$ cat config.mk
export PLATFORM = sky130hd
export DESIGN_NAME = mems_spi_tx
export DESIGN_NICKNAME = d
export VERILOG_FILES = /design/src/rtl/mems_spi_tx.sv
export SDC_FILE = /design/constraint.sdc
export NUM_CORES = 1
export LEC_CHECK = 0
export ABC_AREA = 1
export CORE_MARGIN = 3
export CORE_UTILIZATION = 55
export CTS_BUF_LIST = sky130_fd_sc_hd__clkbuf_8
export DETAILED_ROUTE_END_ITERATION = 10
export GPL_ROUTABILITY_DRIVEN = 0
export PLACE_DENSITY = 0.82
export SETUP_SLACK_MARGIN = 0.02
export SYNTH_ARGS = -nofsm -noshare
export SYNTH_HDL_FRONTEND = slang
export SYNTH_SLANG_ARGS = --single-unit
$ cat constraint.sdc
create_clock -name clk -period 4.52 [get_ports clk]
set_clock_uncertainty 0.05 [all_clocks]
set_input_delay 0.904 -clock clk [delete_from_list [all_inputs] [get_ports clk]]
set_output_delay 0.904 -clock clk [all_outputs]
set_load 0.02 [all_outputs]
$ cat src/rtl/mems_spi_tx.sv
// SPI frame transmitter for the MEMS driver DAC: one WORD_W-bit frame per start pulse,
// MSB first, sclk idling high, DAC sampling on the falling edge, sync_n framing each word.
module mems_spi_tx #(
    parameter int unsigned WORD_W   = 24,
    parameter int unsigned CLK_DIV  = 2,
    parameter int unsigned SYNC_GAP = 2
) (
    input  logic              clk,
    input  logic              rst,
    input  logic              start,
    input  logic [WORD_W-1:0] data_in,
    output logic              busy,
    output logic              done,
    output logic              sclk,
    output logic              mosi,
    output logic              sync_n
);

    localparam int unsigned BitW = $clog2(WORD_W) + 1;
    localparam int unsigned DivW = $clog2(CLK_DIV) + 1;
    localparam int unsigned GapW = $clog2(SYNC_GAP) + 1;

    localparam logic [BitW-1:0] LastBit = BitW'(WORD_W - 1);
    localparam logic [DivW-1:0] LastDiv = DivW'(CLK_DIV - 1);
    localparam logic [GapW-1:0] LastGap = GapW'(SYNC_GAP - 1);

    typedef enum logic [1:0] {
        StIdle,
        StLoad,
        StShift,
        StGap
    } state_e;

    state_e            state_q, state_d;
    logic [BitW-1:0]   bit_q, bit_d;
    logic [DivW-1:0]   div_q, div_d;
    logic [GapW-1:0]   gap_q, gap_d;
    logic [WORD_W-1:0] shreg_q, shreg_d;
    logic              busy_q, busy_d;
    logic              done_q, done_d;
    logic              sclk_q, sclk_d;
    logic              mosi_q, mosi_d;
    logic              sync_n_q, sync_n_d;

    always_ff @(posedge clk) begin
        if (!rst) begin
            state_q  <= StIdle;
            bit_q    <= '0;
            div_q    <= '0;
            gap_q    <= '0;
            shreg_q  <= '0;
            busy_q   <= 1'b0;
            done_q   <= 1'b0;
            sclk_q   <= 1'b1;
            mosi_q   <= 1'b0;
            sync_n_q <= 1'b1;
        end else begin
            state_q  <= state_d;
            bit_q    <= bit_d;
            div_q    <= div_d;
            gap_q    <= gap_d;
            shreg_q  <= shreg_d;
            busy_q   <= busy_d;
            done_q   <= done_d;
            sclk_q   <= sclk_d;
            mosi_q   <= mosi_d;
            sync_n_q <= sync_n_d;
        end
    end

    // Outputs are computed for the next state so every pin comes straight from a flop.
    always_comb begin
        state_d  = state_q;
        bit_d    = bit_q;
        div_d    = div_q;
        gap_d    = gap_q;
        shreg_d  = shreg_q;
        busy_d   = busy_q;
        done_d   = 1'b0;
        sclk_d   = sclk_q;
        mosi_d   = mosi_q;
        sync_n_d = sync_n_q;

        unique case (state_q)
            StIdle: begin
                if (start) begin
                    state_d = StLoad;
                    busy_d  = 1'b1;
                end
            end
            StLoad: begin
                state_d  = StShift;
                shreg_d  = data_in;
                mosi_d   = data_in[WORD_W-1];
                sclk_d   = 1'b1;
                sync_n_d = 1'b0;
                div_d    = '0;
                bit_d    = '0;
            end
            StShift: begin
                if (div_q == LastDiv) begin
                    div_d = '0;
                    if (sclk_q) begin
                        sclk_d = 1'b0;
                    end else if (bit_q == LastBit) begin
                        state_d  = StGap;
                        sclk_d   = 1'b1;
                        sync_n_d = 1'b1;
                        mosi_d   = 1'b0;
                        gap_d    = '0;
                    end else begin
                        // Bit boundary: mosi only moves together with the sclk rising edge.
                        bit_d   = bit_q + 1'b1;
                        shreg_d = shreg_q << 1;
                        mosi_d  = shreg_d[WORD_W-1];
                        sclk_d  = 1'b1;
                    end
                end else begin
                    div_d = div_q + 1'b1;
                end
            end
            StGap: begin
                if (gap_q == LastGap) begin
                    state_d = StIdle;
                    busy_d  = 1'b0;
                    done_d  = 1'b1;
                end else begin
                    gap_d = gap_q + 1'b1;
                end
            end
            default: state_d = StIdle;
        endcase
    end

    assign busy   = busy_q;
    assign done   = done_q;
    assign sclk   = sclk_q;
    assign mosi   = mosi_q;
    assign sync_n = sync_n_q;

endmodule

=== Word level (Yosys, flattened, before mapping) ===
Cells that the tools add are included.

* Output and inout port bits: 5
* Bits in registers: 40

* Multiplexer cells: 36
* Reductions and logical operators: 12
* Equality and inequality tests: 13
* Add/subtract/negate cells: 3

{| class="wikitable"
|+ Operators with widths
! operator !! count
|-
| 23-bit two-way mux || 3
|-
| 23-bit one-hot mux with 2 select lines || 1
|-
| 2-bit two-way mux || 10
|-
| 6-bit two-way mux || 3
|-
| 2-bit != test, second input constant || 7
|-
| 6-bit one-hot mux with 2 select lines || 1
|-
| 1-bit two-way mux || 11
|-
| 5-bit AND reduction || 2
|-
| 1-bit one-hot mux with 2 select lines || 4
|-
| 2-bit one-hot mux with 2 select lines || 2
|-
| 2-bit one-hot mux with 4 select lines || 1
|-
| 4-bit AND reduction || 2
|-
| 6-bit by 1-bit adder with 6-bit output, second input constant || 1
|-
| 2-bit by 1-bit == test with 1-bit output, second input constant || 3
|-
| 6-bit by 5-bit == test with 1-bit output, second input constant || 1
|-
| 3-bit AND reduction || 2
|-
| 2-bit nonzero test || 3
|-
| 2-bit by 1-bit adder with 2-bit output, second input constant || 2
|-
| 2-bit == test, second input constant || 2
|-
| 2-bit AND reduction || 2
|-
| 2-bit logical NOT || 1
|}

=== Logic depth before layout (Yosys ltp) ===
* Depth in word-level cells: 5
* Depth in mapped cells: 10
* Mapped depth without buffers: 10

=== Worst setup path before layout ===
OpenSTA, ideal clock, no wires.

* Kind: input -> register
* Start: input port rst
* End: register sclk_q, in the netlist sclk
* Arrival: 1.509 ns
* Buffers on the path: 2
* Stages on the path: 3
* Data required time: 4.335 ns
* Setup time: 0.135 ns
* Slack: 2.826 ns
* Path through: clkbuf_1 clkbuf_1 nand4_1

{| class="wikitable"
|+ RTL lines
! what !! RTL line !! text
|-
| from (decl) || 9 || <nowiki>input logic rst,</nowiki>
|-
| to (signal assigned) || 65 || <nowiki>sclk_q <= sclk_d;</nowiki>
|-
| to (decl) || 41 || <nowiki>logic sclk_q, sclk_d;</nowiki>
|}

No word-level cell between the ends.

=== Worst setup path after layout ===
* Start: register state_q[0]
* End: register bit_q[5]

* Longest elaborated chain between the ends: 3
* Elaborated cells between the ends (all ways): 8
* Classes of those cells: eq/ne: 5; mux: 1; reduce/logical: 2

{| class="wikitable"
|+ Ends and longest elaborated chain
! what !! RTL line !! text
|-
| from (decl) || 34 || <nowiki>state_e state_q, state_d;</nowiki>
|-
| from (signal assigned) || 47 || <nowiki>state_q <= StIdle;</nowiki>
|-
| from (signal assigned) || 58 || <nowiki>state_q <= state_d;</nowiki>
|-
| 2-bit == test / 2-bit by 1-bit == test with 1-bit output (equally long branches) || 84 || <nowiki>unique case (state_q)</nowiki>
|-
| 2-bit != test (no line) / 2-bit nonzero test (equally long branches) || n/a ||
|-
| 4-bit AND reduction (no line) || n/a ||
|-
| to (signal assigned) || 59 || <nowiki>bit_q <= bit_d;</nowiki>
|-
| to (decl) || 35 || <nowiki>logic [BitW-1:0] bit_q, bit_d;</nowiki>
|}

Several ways; a longest one is shown, not always the timed one.
A chain may end at the register's enable or synchronous reset.

==> impl_metrics.json <==
{
  "drive_gt1_share_pct": 5.22,
  "crit_type": "flip-flop to flip-flop",
  "layout_common_cells": "104 x nand2_1, 68 x nor2_1, 40 x dfxtp_1",
  "die_w_um": 67.1,
  "syn-cell-area_um2": 2060,
  "cts.repair.resized": 0,
  "clk_pin_slew_ns": 0.07,
  "cap_violations": 0,
  "die_area_um2": 4510,
  "viasPerCell": 5.04,
  "clk-insertion-delay-late_ns": 0.29,
  "post-route-min-period_ns": 2.52,
  "root_buffer": "clkbuf_8",
  "synth_compound_area_share_pct": 9.31,
  "seq_area_um2": 801,
  "power.density_nw_per_um2": 551,
  "core-area_um2": 3470,
  "layout_commonest_cell": "nand2_1",
  "grt_overflow_total": 0,
  "muxShareOfSynthArea_pct": 0,
  "cts_htree_levels": 2,
  "syn-num-nets": 353,
  "tightest_slew_ns": 0.712,
  "hold_viol": 0,
  "cts.sinks": 40,
  "crit_required_ns": 4.67,
  "drt_iter0_markers": 168,
  "synth_fa_ha_area_share_pct": 4.26,
  "area_growth_pct": 18.1,
  "synth-xor-area-share_pct": 0,
  "syn_area_per_cell_um2": 6.44,
  "routed_wl_um": 4320,
  "cp.arrival_ns": 2.67,
  "portBuffers": 31,
  "ant_nets": 0,
  "num-fill-cells": 314,
  "hp-class": "flip-flop to flip-flop",
  "relSlewSlack_pct": 52.5,
  "fin_crit_sh_pct": 55.9,
  "rows": 21,
  "fin_area_um2": 2430,
  "final-setup-viol-count": 0,
  "grt_max_degree": 39,
  "numCtsBuffers": 5,
  "nets": 379,
  "crit_fanout": 24,
  "ys_warn_count": 0,
  "status": "finished, final reports clean",
  "cts_tree": "built",
  "synth_top_family_by_area": "simple AND/OR/NAND/NOR gates",
  "grt_pass1_vias": 1821,
  "die_h_um": 67.1,
  "grt_use_total_pct": 21.4,
  "initial_core_util_pct": 59.3,
  "tns_ns": 0,
  "cts_buffer_depth": 2,
  "grt_pass1_wl_um": 7490,
  "ir_drop_uv": 325,
  "dp_hpwl_um": 2920,
  "cts-hold-fix-buffers": 0,
  "vias": 1970,
  "max_freq_mhz": 396,
  "multiInputGateArea_um2": 1070,
  "synth_cell_types": 22,
  "power_leakage_nw": 1.13,
  "drc": 0,
  "cts_setup_buffers": 0,
  "wl_per_cell_um": 11.0,
  "maxSlewViolCount": 0,
  "pin_count": 32,
  "dpl_cell_area_um2": 2350,
  "antenna_found_initial": 0,
  "cp-start-kind": "flip-flop",
  "synthSimpleGateAreaFrac_pct": 38.3,
  "diodes": 0,
  "ys_ff_latch": 40,
  "worst_hold_slack_ns": 0.410,
  "end_kind": "flip-flop",
  "drt_pass1_iterations": 5,
  "seq_area_frac_synth_pct": 39.0,
  "synth_cells": 319,
  "rsz0062_at_grt": "false"
}
report_power, final:
group | leakage (nW) | total [W] | switching (W) | internal (W)
clock | 0.0452 | 0.000220 | 0.000117 | 0.000103
combinational | 0.760 | 0.000607 | 0.000387 | 0.000220
sequential | 0.329 | 0.000512 | 0.0000561 | 0.000455
metal layers:
metal	part of all wire (%)	up-vias	track usage [%]
met5	0	-	0
met4	1.4	0	7.85
met3	4.8	6	4.99
met2	49	36	37.3
met1	45	888	25.6
li1	-	1040	-
synthesized netlist by cell type, drive strengths merged:
library cell | number | area (um^2)
a21oi | 5 | 28.8
buf | 7 | 65.1
clkbuf | 8 | 30.0
dfxtp | 40 | 801
ha | 7 | 87.6
inv | 25 | 93.8
nand2 | 107 | 409
nand3 | 10 | 60.1
nand4 | 6 | 37.5
nor2 | 69 | 262
nor3 | 2 | 10.0
o21ai | 31 | 155
o31ai | 1 | 7.51
or2 | 1 | 8.76
final cells by class:
cell class	count	share of cell area, %
multi-input combinational	239	43.9
sequential	40	33.0
timing repair buffer	34	13.7
inverter	25	3.86
clock buffer	5	2.83
tap	46	2.37
clock inverter	2	0.361
final timing paths:
| kind | from | end | slack (ns) | cells after the start |
|---|---|---|---|---|
| hold reg to reg | busy | busy | 0.41 | 2 |
| setup / recovery | state_q[0] | bit_q[5] | 2.00 | 9 |
| hold / removal | busy | busy | 0.41 | 2 |
| setup reg to reg | state_q[0] | bit_q[5] | 2.00 | 9 |
cells by family (layout without fill, tap and decap cells):
logic type / after synthesis / count (layout)
compound gates: 37 / 37
buf+inv: 40 / 66
simple gates: 195 / 195
fa+ha+maj: 7 / 7
flops: 40 / 40
worst max-delay path: stages, from the launching register on:
cell and delay (ns):
dfxtp_1 0.34, inv_1 0.13, ha_1 0.57, buf_4 0.34, or2_4 0.18, nand3_2 0.08, inv_1 0.53, nand2_1 0.10
inv_1 0.08, nor2_1 0.03
state kept, by name (all words and copies together) (netlist names):
name,flops
sclk,1
done,1
shreg_q,23
busy,1
state_q,2
div_q,2
bit_q,6
gap_q,2
mosi,1
sync_n,1
metrics by stage:
stage / total power (W) / util, % / cells / worst slack (ns)
final: 0.00134 / 70.0 / 391 / 2.00
after floorplan: 0.00101 / - / 319 / 2.83
after CTS: 0.00135 / 70.0 / 391 / 1.98
after detailed placement: 0.00113 / 67.8 / 384 / 1.98
after global placement: 0.00110 / 67.8 / 384 / 2.05
after global routing: 0.00146 / 70.0 / 391 / 1.67
No activity file was read; power rests on OpenSTA's default activity.
